==> config.mk <==
export PLATFORM = sky130hd
export DESIGN_NAME = rsa_operand_sequencer
export DESIGN_NICKNAME = d
export VERILOG_FILES = /design/src/rtl/rsa_operand_sequencer.sv
export SDC_FILE = /design/constraint.sdc
export NUM_CORES = 1
export LEC_CHECK = 0
export BUFFER_PORTS_ARGS = -buffer_cell sky130_fd_sc_hd__buf_2
export CAP_MARGIN = 10
export CORE_MARGIN = 2
export CORE_UTILIZATION = 43
export CTS_BUF_LIST = sky130_fd_sc_hd__clkbuf_8 sky130_fd_sc_hd__clkbuf_16
export CTS_CLUSTER_DIAMETER = 50
export CTS_CLUSTER_SIZE = 16
export DETAILED_ROUTE_END_ITERATION = 6
export PLACE_DENSITY = 0.69
export REMOVE_ABC_BUFFERS = 1
export SYNTH_ARGS = -nofsm -noshare
export SYNTH_HDL_FRONTEND = slang
export SYNTH_SLANG_ARGS = --single-unit
==> constraint.sdc <==
create_clock -name iCE_CLK -period 3.7 [get_ports iCE_CLK]
set_clock_uncertainty 0.05 [all_clocks]
set_input_delay 0.37 -clock iCE_CLK [delete_from_list [all_inputs] [get_ports iCE_CLK]]
set_output_delay 0.37 -clock iCE_CLK [all_outputs]
set_load 0.03 [all_outputs]
==> src/rtl/rsa_operand_sequencer.sv <==
// rtl/rsa_operand_sequencer.sv - frame controller between UART, serial_to_parallel and RSA core
module rsa_operand_sequencer #(
  parameter int          N       = 32,
  parameter int          TIMEOUT = 1000,
  parameter logic [7:0]  CMD_RUN = 8'hA5
) (
  input  logic         iCE_CLK,
  input  logic         rst,
  input  logic         rx_valid,
  input  logic [7:0]   rx_byte,
  output logic         s2p_rx_valid,
  output logic [7:0]   s2p_rx_byte,
  output logic         s2p_clr,
  input  logic         s2p_valid,
  input  logic [N-1:0] s2p_word,
  output logic [N-1:0] core_msg,
  output logic [N-1:0] core_exp,
  output logic [N-1:0] core_mod,
  output logic         core_start,
  input  logic         core_done,
  input  logic [N-1:0] core_result,
  output logic         tx_start,
  output logic [7:0]   tx_byte,
  input  logic         tx_busy,
  output logic         busy,
  output logic         err
);

  localparam int NB = N / 8;
  localparam int IW = (NB > 1) ? $clog2(NB) : 1;
  localparam int CW = $clog2(TIMEOUT + 1);

  typedef enum logic [2:0] {
    IDLE, LD_MSG, LD_EXP, LD_MOD, START, WAIT, TX_SEND, TX_WAIT
  } state_t;

  state_t        state;
  logic [CW-1:0] idle_cnt;
  logic [IW-1:0] idx;
  logic          tx_first;
  logic [N-1:0]  result;
  logic          in_load;

  // Bytes reach serial_to_parallel only while an operand is being loaded.
  assign in_load      = (state == LD_MSG) || (state == LD_EXP) || (state == LD_MOD);
  assign s2p_rx_valid = in_load & rx_valid;
  assign s2p_rx_byte  = rx_byte;
  assign busy         = (state != IDLE);

  // Frame FSM: header decode, operand capture, core handshake and MSB-first result streaming.
  always_ff @(posedge iCE_CLK) begin
    if (rst) begin
      state      <= IDLE;
      idle_cnt   <= '0;
      idx        <= '0;
      tx_first   <= 1'b0;
      result     <= '0;
      core_msg   <= '0;
      core_exp   <= '0;
      core_mod   <= '0;
      core_start <= 1'b0;
      tx_start   <= 1'b0;
      tx_byte    <= '0;
      s2p_clr    <= 1'b0;
      err        <= 1'b0;
    end else begin
      err        <= 1'b0;
      s2p_clr    <= 1'b0;
      core_start <= 1'b0;
      tx_start   <= 1'b0;
      case (state)
        IDLE: begin
          if (rx_valid) begin
            if (rx_byte == CMD_RUN) begin
              state    <= LD_MSG;
              idle_cnt <= '0;
            end else begin
              err <= 1'b1;
            end
          end
        end
        LD_MSG, LD_EXP, LD_MOD: begin
          if (rx_valid) idle_cnt <= '0;
          else          idle_cnt <= idle_cnt + 1'b1;
          // A completed word takes priority over a coincident timeout.
          if (s2p_valid) begin
            case (state)
              LD_MSG: begin
                core_msg <= s2p_word;
                state    <= LD_EXP;
              end
              LD_EXP: begin
                core_exp <= s2p_word;
                state    <= LD_MOD;
              end
              default: begin
                core_mod   <= s2p_word;
                core_start <= 1'b1;
                state      <= START;
              end
            endcase
          end else if (!rx_valid && idle_cnt >= CW'(TIMEOUT - 1)) begin
            s2p_clr  <= 1'b1;
            err      <= 1'b1;
            idle_cnt <= '0;
            state    <= IDLE;
          end
        end
        START: begin
          if (rx_valid) err <= 1'b1;
          state <= WAIT;
        end
        WAIT: begin
          if (rx_valid) err <= 1'b1;
          if (core_done) begin
            result <= core_result;
            idx    <= IW'(NB - 1);
            state  <= TX_SEND;
          end
        end
        TX_SEND: begin
          if (rx_valid) err <= 1'b1;
          if (!tx_busy) begin
            tx_byte  <= result[N-1 -: 8];
            result   <= result << 8;
            tx_start <= 1'b1;
            tx_first <= 1'b1;
            state    <= TX_WAIT;
          end
        end
        TX_WAIT: begin
          if (rx_valid) err <= 1'b1;
          // The transmitter may not raise busy until after it sees tx_start.
          if (tx_first) begin
            tx_first <= 1'b0;
          end else if (!tx_busy) begin
            if (idx == '0) begin
              state <= IDLE;
            end else begin
              idx   <= idx - 1'b1;
              state <= TX_SEND;
            end
          end
        end
        default: state <= IDLE;
      endcase
    end
  end

endmodule

==> metrics.json, run 1 <==
{
  "ys_async_sr_fraction": {"value": 0, "unit": "%"},
  "final_antenna_net_count": {"value": 0},
  "rrSetupSlack": {"value": 1.21, "unit": "ns"},
  "route.final.wire_length": {"value": 15200, "unit": "um"},
  "ys_seq_area_share": {"value": 51.4, "unit": "%"},
  "synth_cell_types": {"value": 45},
  "area_delta_synth_final": {"value": 26.3, "unit": "%"},
  "io_pins": {"value": 196},
  "globalRouteTotalUtil": {"value": 20.6, "unit": "%"},
  "first_global_vias": {"value": 5050},
  "worst_setup_hold_path_clk_slew": {"value": 0.07, "unit": "ns"},
  "achievable-frequency": {"value": 401, "unit": "MHz"},
  "post-route-util": {"value": 55.5, "unit": "%"},
  "drv_cap": {"value": 0},
  "post_synth_and_or_nand_nor_area_fraction": {"value": 22.8, "unit": "%"},
  "worst_setup_sp_type": {"value": "flop"},
  "cpPeakStageDelay": {"value": 0.74, "unit": "ns"},
  "yosysWarningCount": {"value": 0},
  "report.final.hold_viol_count": {"value": 0},
  "remaining_drc_errors": {"value": 0},
  "netlist_instances": {"value": 749},
  "setup_viol": {"value": 0},
  "post_layout_nonfiller_instances": {"value": 1104},
  "via_count": {"value": 5632},
  "synth_seq_cells": {"value": 156},
  "cts.sink_count": {"value": 156},
  "initial_cell_density_of_the_core": {"value": 44.0, "unit": "%"},
  "drive_above_1_share": {"value": 26.1, "unit": "%"},
  "die_w": {"value": 123, "unit": "um"},
  "dp_cells": {"value": 1072},
  "critical_path.max_fanout": {"value": 22},
  "synth-edff-count": {"value": 0},
  "maximum_level_of_the_cts_h_tree": {"value": 4},
  "wl_per_cell": {"value": 13.8, "unit": "um"},
  "power.static_leakage": {"value": 0.00324, "unit": "uW"},
  "placementRows": {"value": 43},
  "tritoncts.num_buffers": {"value": 17},
  "die_area": {"value": 15100, "unit": "um2"},
  "cts_tree": {"value": "yes"},
  "hold_path.class": {"value": "in2reg"},
  "io_port_bufs": {"value": 195},
  "place_congestion": {"value": 0.810},
  "outcome": {"value": "complete, no violations"},
  "synth_area": {"value": 6080, "unit": "um2"},
  "yosys.area_share.xor_xnor": {"value": 0.432, "unit": "%"},
  "antenna_found_initial": {"value": 0},
  "cts_resized": {"value": 0},
  "worst-endpoint-arrival": {"value": 2.78, "unit": "ns"},
  "timing.setup.critical_path_class": {"value": "reg2reg"},
  "core-area": {"value": 13800, "unit": "um2"},
  "post_cts.repair.setup_buffers": {"value": 0},
  "setup-tns-final": {"value": 0, "unit": "ns"},
  "max_slew.worst_pin.slew": {"value": 1.08, "unit": "ns"},
  "fin_crit_sh": {"value": 67.4, "unit": "%"},
  "layout.area.seq": {"value": 3120, "unit": "um2"},
  "detail_route.first_pass.iterations": {"value": 5},
  "finalCriticalPeriod": {"value": 2.49, "unit": "ns"},
  "synth_compound_area_share": {"value": 15.9, "unit": "%"},
  "grt_pass1_wl": {"value": 24800, "unit": "um"},
  "hold_path_depth": {"value": 3},
  "vdd.ir_drop.worst": {"value": 0.000324, "unit": "V"},
  "max-clock-path-buffers": {"value": 2},
  "fin_nets": {"value": 991},
  "die_height": {"value": 123, "unit": "um"},
  "critical-path-slowest-cell": {"value": "sky130_fd_sc_hd__dfxtp_1"},
  "avgViaCountPerCell": {"value": 5.10},
  "reg2reg_depth": {"value": 4},
  "cts_root_cell": {"value": "sky130_fd_sc_hd__clkbuf_16"},
  "post_synth_fa_ha_maj_area_fraction": {"value": 0.412, "unit": "%"},
  "fill_cells": {"value": 1310},
  "clk-insertion-delay-late": {"value": 0.43, "unit": "ns"},
  "grt_overflow_total": {"value": 0},
  "mostFrequentLayoutCells": {"value": "sky130_fd_sc_hd__nand2_1 (235), sky130_fd_sc_hd__buf_2 (194), sky130_fd_sc_hd__dfxtp_1 (156), sky130_fd_sc_hd__a21oi_1 (118), sky130_fd_sc_hd__nor2_1 (32)"},
  "ant_cells": {"value": 0},
  "setup_repair_after_global_routing_missed_its_margin": {"value": "false"},
  "maximum_number_of_pins_on_one_net_before_global_route_repair": {"value": 85},
  "synth_flop_cell": {"value": "sky130_fd_sc_hd__dfxtp_1"},
  "cp-end-kind": {"value": "flop"},
  "synth_top_family_by_area": {"value": "simple AND/OR/NAND/NOR gates"},
  "dp_hpwl": {"value": 9980, "unit": "um"},
  "power_density": {"value": 461, "unit": "nW/um2"},
  "timing.slew.headroom": {"value": 27.3, "unit": "%"},
  "drt_first_iter_violations": {"value": 331},
  "yosys-mux-area-fraction": {"value": 4.28, "unit": "%"},
  "commonest_non_fill_non_tap_cell_in_the_layout": {"value": "sky130_fd_sc_hd__nand2_1"},
  "synth_area_per_cell": {"value": 8.12, "unit": "um2"},
  "post_cts_hold_buffer_count": {"value": 0},
  "path_cells": {"value": "nand3b_1, buf_4, mux2i_1, a211oi_1"},
  "maxSlewViolCount": {"value": 0},
  "multi_input_comb_area": {"value": 2680, "unit": "um2"},
  "required": {"value": 3.99, "unit": "ns"}
}
-- metal layers --
| layer | vias up | share of wire (%) | global-route usage (%) |
|---|---|---|---|
| met3 | 14 | 10 | 6.60 |
| met4 | 0 | 1.3 | 6.90 |
| met2 | 208 | 44 | 32.7 |
| li1 | 2855 | - | - |
| met1 | 2555 | 44 | 26.6 |
| met5 | - | 0 | 0 |
-- flip-flops by register name, summed over array words and instances (netlist names) --
name	cells
core_exp	32
core_mod	32
core_msg	32
core_start	1
err	1
idle_cnt	10
idx	2
result	32
s2p_clr	1
state	3
tx_byte	8
tx_first	1
tx_start	1
-- final cells by class --
cell class / count / area share, %
flip-flops and latches: 156 / 40.7
well taps: 180 / 2.93
clock buffers: 17 / 5.54
repair buffers: 204 / 13.6
clock inverters: 15 / 2.12
inverters: 5 / 0.244
multi-input cells: 527 / 34.9
-- critical path: cells and delay by family (launching register included) --
| kind | cells | cell delay, ns |
|---|---|---|
| muxes | 1 | 0.15 |
| AOI/OAI and AO/OA | 1 | 0.24 |
| and+or+nand+nor | 1 | 0.73 |
| DFF | 1 | 0.74 |
| buffers and inverters | 1 | 0.49 |
-- final timing paths --
path | start | end
hold reg to reg | core_mod[20] | core_mod[20]
hold / removal | core_result[5] | result[5]
setup / recovery | state[1] | result[20]
setup reg to reg | state[1] | result[20]
-- cells in the mapped netlist, types with 2 or more instances --
cell                       number  area [um2]
sky130_fd_sc_hd__nand4b_1       2        17.5
sky130_fd_sc_hd__or4_1          2        15.0
sky130_fd_sc_hd__o21a_1         3        22.5
sky130_fd_sc_hd__nand2_1      235         882
sky130_fd_sc_hd__a311oi_1       2        17.5
sky130_fd_sc_hd__buf_1          5        18.8
sky130_fd_sc_hd__buf_2         10        50.1
sky130_fd_sc_hd__dfxtp_1      156        3120
sky130_fd_sc_hd__ha_1           2        25.0
sky130_fd_sc_hd__or3_1          2        12.5
sky130_fd_sc_hd__nor4bb_1       2        20.0
sky130_fd_sc_hd__mux2i_1       26         260
sky130_fd_sc_hd__buf_4          8        60.1
sky130_fd_sc_hd__a21oi_1      118         591
sky130_fd_sc_hd__nor4_1         3        18.8
sky130_fd_sc_hd__nand3b_1       5        37.5
sky130_fd_sc_hd__nor3_1         5        25.0
sky130_fd_sc_hd__o211ai_1       2        15.0
sky130_fd_sc_hd__clkbuf_1      38         143
sky130_fd_sc_hd__xnor2_1        2        17.5
sky130_fd_sc_hd__o21ai_0        6        30.0
sky130_fd_sc_hd__nor3b_1        4        30.0
sky130_fd_sc_hd__or4b_1         2        20.0
sky130_fd_sc_hd__nor2b_1        3        18.8
sky130_fd_sc_hd__nor2_1        33         124
sky130_fd_sc_hd__inv_1          5        18.8
sky130_fd_sc_hd__a31oi_1        2        12.5
sky130_fd_sc_hd__a221oi_1       2        17.5
sky130_fd_sc_hd__nand3_1       19        95.1
sky130_fd_sc_hd__a211oi_1      25         188
sky130_fd_sc_hd__nand4_1        3        18.8
sky130_fd_sc_hd__nand2b_1       4        25.0
-- where the power goes --
group          switching, uW  internal, uW
registers              0.701          1680
logic                   76.1          45.3
clock network            732          1000
-- metrics by stage --
step | area, um2 | power [uW] | setup slack, ns | hold WS, ns
2_1_floorplan | 5810 | 1740 | 0.889 | 0.375
3_3_place_gp | 7090 | 1840 | 1.25 | 0.389
3_5_place_dp | 7090 | 1840 | 1.19 | 0.392
4_1_cts | 7680 | 3570 | 1.22 | 0.124
5_1_grt | 7680 | 3650 | 0.967 | 0.144
6_report | 7680 | 3540 | 1.21 | 0.143
-- cell families after synthesis --
family | after synthesis
buffers and inverters | 66
xor gates and xnor gates | 3
adders and majority gates | 2
DFF | 156
muxes | 26
and+or+nand+nor | 327
AOI/OAI and AO/OA | 169
No activity file was read; power rests on OpenSTA's default activity.
==> inputs of run 2 (changes only) <==
==> constraint.sdc (replaced) <==
create_clock -name iCE_CLK -period 2.55 [get_ports iCE_CLK]
set_clock_uncertainty 0.05 [all_clocks]
set_input_delay 0.255 -clock iCE_CLK [delete_from_list [all_inputs] [get_ports iCE_CLK]]
set_output_delay 0.255 -clock iCE_CLK [all_outputs]
set_load 0.03 [all_outputs]
==> metrics.json, run 2 (synthesized netlist as in run 1, its figures left out) <==
{
  "outcome": {"value": "complete, no violations"},
  "io_port_bufs": {"value": 195, "change": "unchanged"},
  "route.final.wire_length": {"value": 15100, "unit": "um", "change": "-1.1%"},
  "fill_cells": {"value": 1298, "change": "-0.92%"},
  "worst_setup_hold_path_clk_slew": {"value": 0.06, "unit": "ns", "change": "about the same"},
  "global_route.usage.met2": {"value": 30.4, "unit": "%", "change": "-2.3 points"},
  "die_w": {"value": 123, "unit": "um", "change": "unchanged"},
  "cts_resized": {"value": 0, "change": "unchanged"},
  "setup-tns-final": {"value": 0, "unit": "ns", "change": "unchanged"},
  "core-area": {"value": 13800, "unit": "um2", "change": "unchanged"},
  "timing.setup.critical_path_class": {"value": "reg2reg"},
  "required": {"value": 2.85, "unit": "ns", "change": "-1.14 ns"},
  "finalCriticalPeriod": {"value": 2.11, "unit": "ns", "change": "-0.387 ns"},
  "post-route-util": {"value": 56.3, "unit": "%", "change": "+0.77 points"},
  "via_count": {"value": 5635, "change": "+0.053%"},
  "achievable-frequency": {"value": 475, "unit": "MHz", "change": "+18%"},
  "first_global_vias": {"value": 4797, "change": "-5.0%"},
  "worst_setup_sp_type": {"value": "flop"},
  "max_slew.worst_pin.slew": {"value": 0.629, "unit": "ns", "change": "-0.454 ns"},
  "final_antenna_net_count": {"value": 0, "change": "unchanged"},
  "setup_repair_after_global_routing_missed_its_margin": {"value": "false"},
  "cts_root_cell": {"value": "sky130_fd_sc_hd__clkbuf_16"},
  "globalRouteTotalUtil": {"value": 19.8, "unit": "%", "change": "-0.84 points"},
  "fin_crit_sh": {"value": 82.6, "unit": "%", "change": "+15 points"},
  "dp_hpwl": {"value": 9710, "unit": "um", "change": "-2.6%"},
  "cts.sink_count": {"value": 156, "change": "unchanged"},
  "drive_above_1_share": {"value": 26.2, "unit": "%", "change": "+0.15 points"},
  "critical_path.max_fanout": {"value": 11, "change": "-50%"},
  "ant_cells": {"value": 0, "change": "unchanged"},
  "groute.layer.met3.usage": {"value": 7.93, "unit": "%", "change": "+1.3 points"},
  "wl_per_cell": {"value": 13.6, "unit": "um", "change": "-1.6%"},
  "grt_busiest_layer": {"value": "met2"},
  "fin_nets": {"value": 997, "change": "+0.61%"},
  "multi_input_comb_area": {"value": 2680, "unit": "um2", "change": "unchanged"},
  "layout.area.seq": {"value": 3120, "unit": "um2", "change": "unchanged"},
  "hold_path.class": {"value": "in2reg"},
  "timing.slew.headroom": {"value": 57.8, "unit": "%", "change": "+30 points"},
  "die_area": {"value": 15100, "unit": "um2", "change": "unchanged"},
  "avgViaCountPerCell": {"value": 5.08, "change": "-0.49%"},
  "place_congestion": {"value": 0.776, "change": "-4.3%"},
  "grt_pass1_wl": {"value": 23600, "unit": "um", "change": "-4.8%"},
  "clk-insertion-delay-late": {"value": 0.43, "unit": "ns", "change": "about the same"},
  "detail_route.first_pass.iterations": {"value": 4, "change": "-1"},
  "power_density": {"value": 683, "unit": "nW/um2", "change": "+48%"},
  "post_cts.repair.setup_buffers": {"value": 0, "change": "unchanged"},
  "io_pins": {"value": 196, "change": "unchanged"},
  "maximum_number_of_pins_on_one_net_before_global_route_repair": {"value": 85, "change": "unchanged"},
  "globalRouteMet1Util": {"value": 25.4, "unit": "%", "change": "-1.1 points"},
  "finalPower": {"value": 5320, "unit": "uW", "change": "+50%"},
  "mostFrequentLayoutCells": {"value": "sky130_fd_sc_hd__nand2_1 (235), sky130_fd_sc_hd__buf_2 (194), sky130_fd_sc_hd__dfxtp_1 (156), sky130_fd_sc_hd__a21oi_1 (118), sky130_fd_sc_hd__nor2_1 (32)"},
  "die_height": {"value": 123, "unit": "um", "change": "unchanged"},
  "initial_cell_density_of_the_core": {"value": 44.0, "unit": "%", "change": "unchanged"},
  "report.final.hold_viol_count": {"value": 0, "change": "unchanged"},
  "drt_first_iter_violations": {"value": 325, "change": "-1.8%"},
  "placementRows": {"value": 43, "change": "unchanged"},
  "maximum_level_of_the_cts_h_tree": {"value": 4, "change": "unchanged"},
  "worst_slack_on_hold_paths": {"value": 0.0286, "unit": "ns", "change": "-0.114 ns"},
  "area_delta_synth_final": {"value": 28.1, "unit": "%"},
  "cp-end-kind": {"value": "flop"},
  "worst-endpoint-arrival": {"value": 2.41, "unit": "ns", "change": "-0.37 ns"},
  "tritoncts.num_buffers": {"value": 17, "change": "unchanged"},
  "cts_tree": {"value": "yes"},
  "power.static_leakage": {"value": 0.00332, "unit": "uW", "change": "+2.3%"},
  "commonest_non_fill_non_tap_cell_in_the_layout": {"value": "sky130_fd_sc_hd__nand2_1"},
  "remaining_drc_errors": {"value": 0, "change": "unchanged"},
  "max-clock-path-buffers": {"value": 2, "change": "unchanged"},
  "drv_cap": {"value": 0, "change": "unchanged"},
  "vdd.ir_drop.worst": {"value": 0.000425, "unit": "V", "change": "+31%"},
  "setup_viol": {"value": 0, "change": "unchanged"},
  "maxSlewViolCount": {"value": 0, "change": "unchanged"},
  "post_cts_hold_buffer_count": {"value": 0, "change": "unchanged"},
  "grt_overflow_total": {"value": 0, "change": "unchanged"},
  "antenna_found_initial": {"value": 0, "change": "unchanged"}
}
-- run 2: path summary, 6_finish.rpt --
check / from / endpoint / slack, ns / cells past startpoint
setup reg to reg: idle_cnt[0] / err / 0.44 / 5
setup / recovery: idle_cnt[0] / err / 0.44 / 5
hold / removal: core_result[1] / result[1] / 0.03 / 3
hold reg to reg: core_mod[28] / core_mod[28] / 0.40 / 2
-- run 2: metal layers --
layer	up-vias	wire length, um
li1	2869	-
met4	0	161
met5	-	0
met2	199	6550
met3	18	1560
met1	2549	6810
-- run 2: through the flow --
stage,setup slack [ns],cells,cell area (um2)
after CTS,0.464,1110,7780
after floorplan,-0.261,688,5810
after global routing,0.315,1110,7780
after global placement,0.494,1078,7150
after detailed placement,0.484,1078,7150
final,0.445,1110,7780
-- run 2: area by class of cell --
type | instances | area share, %
Clock buffer | 20 | 5.99
Tap cell | 180 | 2.89
Timing Repair Buffer | 210 | 14.2
Sequential cell | 156 | 40.1
Clock inverter | 12 | 2.19
Multi-Input combinational cell | 527 | 34.4
Inverter | 5 | 0.241
-- run 2: where the power goes --
| group | total (uW) | switching (uW) | internal (uW) |
|---|---|---|---|
| clock network | 2700 | 987 | 1710 |
| logic | 182 | 112 | 69.9 |
| registers | 2440 | 0.944 | 2440 |
-- run 2: worst max-delay path, stage by stage, from the launching register on --
cell and delay [ns]:
sky130_fd_sc_hd__dfxtp_1 0.38, sky130_fd_sc_hd__ha_1 0.23, sky130_fd_sc_hd__a211oi_1 0.09, sky130_fd_sc_hd__or4b_1 0.67
sky130_fd_sc_hd__or4_1 0.48, sky130_fd_sc_hd__a21oi_1 0.14
==> inputs of run 3 (changes only) <==
--- a/config.mk
+++ b/config.mk
@@ -5,6 +5,7 @@
 export SDC_FILE = /design/constraint.sdc
 export NUM_CORES = 1
 export LEC_CHECK = 0
+export ABC_AREA = 1
 export BUFFER_PORTS_ARGS = -buffer_cell sky130_fd_sc_hd__buf_2
 export CAP_MARGIN = 10
 export CORE_MARGIN = 2
@@ -13,7 +14,7 @@
 export CTS_CLUSTER_DIAMETER = 50
 export CTS_CLUSTER_SIZE = 16
 export DETAILED_ROUTE_END_ITERATION = 6
-export PLACE_DENSITY = 0.69
+export PLACE_DENSITY = 0.72
 export REMOVE_ABC_BUFFERS = 1
 export SYNTH_ARGS = -nofsm -noshare
 export SYNTH_HDL_FRONTEND = slang
==> constraint.sdc (replaced) <==
create_clock -name iCE_CLK -period 1.8 [get_ports iCE_CLK]
set_clock_uncertainty 0.05 [all_clocks]
set_input_delay 0.18 -clock iCE_CLK [delete_from_list [all_inputs] [get_ports iCE_CLK]]
set_output_delay 0.18 -clock iCE_CLK [all_outputs]
set_load 0.03 [all_outputs]
==> metrics.json, run 3 <==
{
  "outcome": {"value": "complete, no violations"},
  "cts_tree": {"value": "yes"},
  "vdd.ir_drop.worst": {"value": 0.000674, "unit": "V", "change": "+58%"},
  "antenna_found_initial": {"value": 1, "change": "+1"},
  "fin_crit_sh": {"value": 93.5, "unit": "%"},
  "timing.slew.headroom": {"value": 72.9, "unit": "%", "change": "+15 points"},
  "max_slew.worst_pin.slew": {"value": 0.407, "unit": "ns", "change": "-0.222 ns"},
  "route.final.wire_length": {"value": 16300, "unit": "um", "change": "+8.0%"},
  "die_height": {"value": 125, "unit": "um", "change": "+1.7%"},
  "path_cells": {"value": "buf_4, inv_2, nand2_2, nor2_2, buf_4"},
  "maximum_number_of_pins_on_one_net_before_global_route_repair": {"value": 79, "change": "-7.1%"},
  "wl_per_cell": {"value": 13.0, "unit": "um", "change": "-4.1%"},
  "clockPowerShare": {"value": 32.5, "unit": "%", "change": "-18 points"},
  "critical_path_depth": {"value": 5, "change": "unchanged"},
  "die_w": {"value": 125, "unit": "um", "change": "+1.7%"},
  "grt_overflow_total": {"value": 0, "change": "unchanged"},
  "reg2reg_depth": {"value": 11, "change": "+6"},
  "core-area": {"value": 14400, "unit": "um2", "change": "+4.3%"},
  "final_antenna_net_count": {"value": 0, "change": "unchanged"},
  "worst_setup_sp_type": {"value": "flop"},
  "p_int": {"value": 6910, "unit": "uW", "change": "+64%"},
  "yosysWarningCount": {"value": 0, "change": "unchanged"},
  "hold_path.class": {"value": "in2reg"},
  "ys_seq_area_share": {"value": 49.6, "unit": "%", "change": "-1.7 points"},
  "detail_route.first_pass.iterations": {"value": 5, "change": "+1"},
  "critical-path-slowest-cell": {"value": "sky130_fd_sc_hd__dfxtp_2"},
  "area_delta_synth_final": {"value": 31.8, "unit": "%"},
  "netlist_instances": {"value": 847, "change": "+13%"},
  "cp-end-kind": {"value": "primary output"},
  "maximum_level_of_the_cts_h_tree": {"value": 4, "change": "unchanged"},
  "post-route-util": {"value": 57.5, "unit": "%", "change": "+1.2 points"},
  "maxSlewViolCount": {"value": 0, "change": "unchanged"},
  "synth_common_cells": {"value": "sky130_fd_sc_hd__nor2_1 (228), sky130_fd_sc_hd__o21ai_0 (158), sky130_fd_sc_hd__dfxtp_1 (156)"},
  "avgViaCountPerCell": {"value": 4.87, "change": "-4.1%"},
  "ys_async_sr_fraction": {"value": 0, "unit": "%", "change": "unchanged"},
  "top_area_cell_type_share_of_the_netlist_area": {"value": 49.6, "unit": "%", "change": "-1.7 points"},
  "grt_pass1_wl": {"value": 26000, "unit": "um", "change": "+11%"},
  "timing.critical_path.from": {"value": "state[2]"},
  "ant_cells": {"value": 0, "change": "unchanged"},
  "cts_root_cell": {"value": "sky130_fd_sc_hd__clkbuf_16"},
  "synth_area_leaders": {"value": "sky130_fd_sc_hd__dfxtp_1 (50%), sky130_fd_sc_hd__nor2_1 (14%), sky130_fd_sc_hd__o21ai_0 (13%)"},
  "tritoncts.num_buffers": {"value": 17, "change": "unchanged"},
  "remaining_drc_errors": {"value": 0, "change": "unchanged"},
  "setup_viol": {"value": 0, "change": "unchanged"},
  "cts.sink_count": {"value": 156, "change": "unchanged"},
  "synth_seq_cells": {"value": 156, "change": "unchanged"},
  "initial_cell_density_of_the_core": {"value": 43.6, "unit": "%", "change": "-0.34 points"},
  "placementRows": {"value": 44, "change": "+2.3%"},
  "setup_repair_after_global_routing_missed_its_margin": {"value": "false"},
  "cpLargestDelayFamily": {"value": "buffers and inverters"},
  "die_area": {"value": 15600, "unit": "um2", "change": "+3.4%"},
  "worst-endpoint-arrival": {"value": 1.45, "unit": "ns", "change": "-0.96 ns"},
  "reg2reg_from": {"value": "idle_cnt[0]"},
  "drt_first_iter_violations": {"value": 298, "change": "-8.3%"},
  "commonest_non_fill_non_tap_cell_in_the_layout": {"value": "sky130_fd_sc_hd__nor2_1"},
  "power.static_leakage": {"value": 0.00395, "unit": "uW", "change": "+19%"},
  "place_congestion": {"value": 0.823, "change": "+6.1%"},
  "synth_flop_cell": {"value": "sky130_fd_sc_hd__dfxtp_1"},
  "yosysTopAreaCell": {"value": "sky130_fd_sc_hd__dfxtp_1"},
  "setup-tns-final": {"value": 0, "unit": "ns", "change": "unchanged"},
  "io_port_bufs": {"value": 195, "change": "unchanged"},
  "synth-edff-count": {"value": 0, "change": "unchanged"},
  "synth_cell_types": {"value": 30, "change": "-33%"},
  "fin_nets": {"value": 1134, "change": "+14%"},
  "required": {"value": 1.57, "unit": "ns", "change": "-1.28 ns"},
  "mostFrequentLayoutCells": {"value": "sky130_fd_sc_hd__nor2_1 (226), sky130_fd_sc_hd__buf_2 (194), sky130_fd_sc_hd__o21ai_0 (158), sky130_fd_sc_hd__dfxtp_1 (154), sky130_fd_sc_hd__nand2_1 (85)"},
  "via_count": {"value": 6092, "change": "+8.1%"},
  "first_global_vias": {"value": 5304, "change": "+11%"},
  "finalCriticalPeriod": {"value": 1.68, "unit": "ns"},
  "achievable-frequency": {"value": 594, "unit": "MHz"},
  "power_switching": {"value": 3590, "unit": "uW", "change": "+230%"},
  "globalRouteTotalUtil": {"value": 20.5, "unit": "%", "change": "+0.71 points"},
  "placed_area": {"value": 7390, "unit": "um2", "change": "+3.4%"},
  "io_pins": {"value": 196, "change": "unchanged"},
  "drive_above_1_share": {"value": 25.3, "unit": "%", "change": "-0.93 points"},
  "post-synth-top-count-cell": {"value": "sky130_fd_sc_hd__nor2_1"},
  "dp_hpwl": {"value": 10500, "unit": "um", "change": "+7.9%"},
  "worst_slack_on_hold_paths": {"value": 0.0229, "unit": "ns", "change": "-0.00570 ns"},
  "synth_area_per_cell": {"value": 7.43, "unit": "um2", "change": "-8.5%"},
  "cp-endpoint": {"value": "s2p_rx_valid"},
  "critical_path.max_fanout": {"value": 7, "change": "-4"},
  "cp_num_buf_inv": {"value": 3, "change": "+3"},
  "post_cts.repair.setup_buffers": {"value": 0, "change": "unchanged"},
  "timing.setup.critical_path_class": {"value": "reg2out"},
  "power_density": {"value": 1270, "unit": "nW/um2", "change": "+85%"},
  "seq_power_share": {"value": 39.4, "unit": "%", "change": "-6.5 points"},
  "report.final.hold_viol_count": {"value": 0, "change": "unchanged"},
  "reg2reg_to": {"value": "idle_cnt[6]"},
  "final_area": {"value": 8290, "unit": "um2", "change": "+6.5%"},
  "max-clock-path-buffers": {"value": 2, "change": "unchanged"},
  "worst_setup_hold_path_clk_slew": {"value": 0.06, "unit": "ns", "change": "about the same"},
  "combinationalPowerShare": {"value": 28.1, "unit": "%", "change": "+25 points"},
  "rrSetupSlack": {"value": 0.23, "unit": "ns", "change": "-0.21 ns"},
  "clk-insertion-delay-late": {"value": 0.41, "unit": "ns", "change": "-0.02 ns"},
  "finalPower": {"value": 10500, "unit": "uW", "change": "+97%"},
  "synth_area": {"value": 6290, "unit": "um2", "change": "+3.5%"},
  "switching_share": {"value": 34.2, "unit": "%", "change": "+14 points"},
  "drv_cap": {"value": 0, "change": "unchanged"},
  "critPathMostFrequentCell": {"value": "sky130_fd_sc_hd__buf_4"},
  "cpPeakStageDelay": {"value": 0.36, "unit": "ns", "change": "-0.31 ns"}
}
-- run 3: logic make-up after synthesis --
logic type	after synthesis	synth area share, %
buffers and inverters	124	9.21
adder cells (fa/ha/maj)	2	0.398
flip-flops	156	49.6
XOR/XNOR	1	0.139
AO/OA/AOI/OAI	214	17.5
AND/OR/NAND/NOR	350	23.1
-- run 3: worst min path at each step --
stage	start	end	slack, ns	depth (start not counted)
floorplan	rst	idle_cnt[1]	0.20	1
global placement	result[9]	result[9]	0.38	2
detailed placement	result[11]	result[11]	0.39	2
CTS	core_result[2]	result[2]	0.001	3
global route	s2p_word[7]	core_mod[7]	0.02	3
finish	core_result[4]	result[4]	0.02	3
-- run 3: cell type report --
cell class / count / area [um2]
inverter: 64 / 245
multi-input combinational: 567 / 2590
clock buffer: 20 / 467
tap: 184 / 230
clock inverter: 12 / 97.6
sequential: 156 / 3130
timing repair buffer: 248 / 1530
fill: 1375 / 6130
-- run 3: repair_timing --
action                                  4_1_cts  5_1_grt
hold endpoints to repair                     73        0
gates resized for setup                       4        5
hold buffers                                 32        0
endpoints found under the setup margin        1        3
-- run 3: metal layers --
| metal | routed length, um | part of all wire (%) | up-vias | track usage, % |
|---|---|---|---|---|
| met5 | 13 | 0.080 | - | 0 |
| met4 | 180 | 1.1 | 2 | 6.80 |
| met3 | 1090 | 6.7 | 19 | 5.91 |
| met2 | 7660 | 47 | 211 | 33.4 |
| met1 | 7350 | 45 | 2731 | 26.3 |
| li1 | - | - | 3129 | - |
-- run 3: worst register-to-register path, stage by stage (launching register included) --
cell                      delay (ns)
sky130_fd_sc_hd__dfxtp_1        0.37
sky130_fd_sc_hd__ha_1           0.18
sky130_fd_sc_hd__nand2_1        0.10
sky130_fd_sc_hd__nand2_1        0.08
sky130_fd_sc_hd__nand3_1        0.12
sky130_fd_sc_hd__nor2_1         0.14
sky130_fd_sc_hd__nor2_1         0.05
sky130_fd_sc_hd__buf_4          0.15
sky130_fd_sc_hd__nand2_1        0.06
sky130_fd_sc_hd__nand2_1        0.05
sky130_fd_sc_hd__nand2_1        0.06
sky130_fd_sc_hd__nor2_1         0.05
-- run 3: power by group through the flow --
stage,sequential (uW),combinational [uW],clock [uW]
6_report,4130,2950,3410
5_1_grt,4190,3260,3640
4_1_cts,4130,2950,3480
3_5_place_dp,4200,2870,0
3_3_place_gp,4180,2860,0
2_1_floorplan,4780,1300,0
-- run 3: stage by stage --
step | setup WS (ns) | std cells
floorplan | -0.477 | 787
global placement | 0.0637 | 1187
detailed placement | 0.0268 | 1187
CTS | 0.0184 | 1251
global route | 0.0292 | 1251
finish | 0.117 | 1251
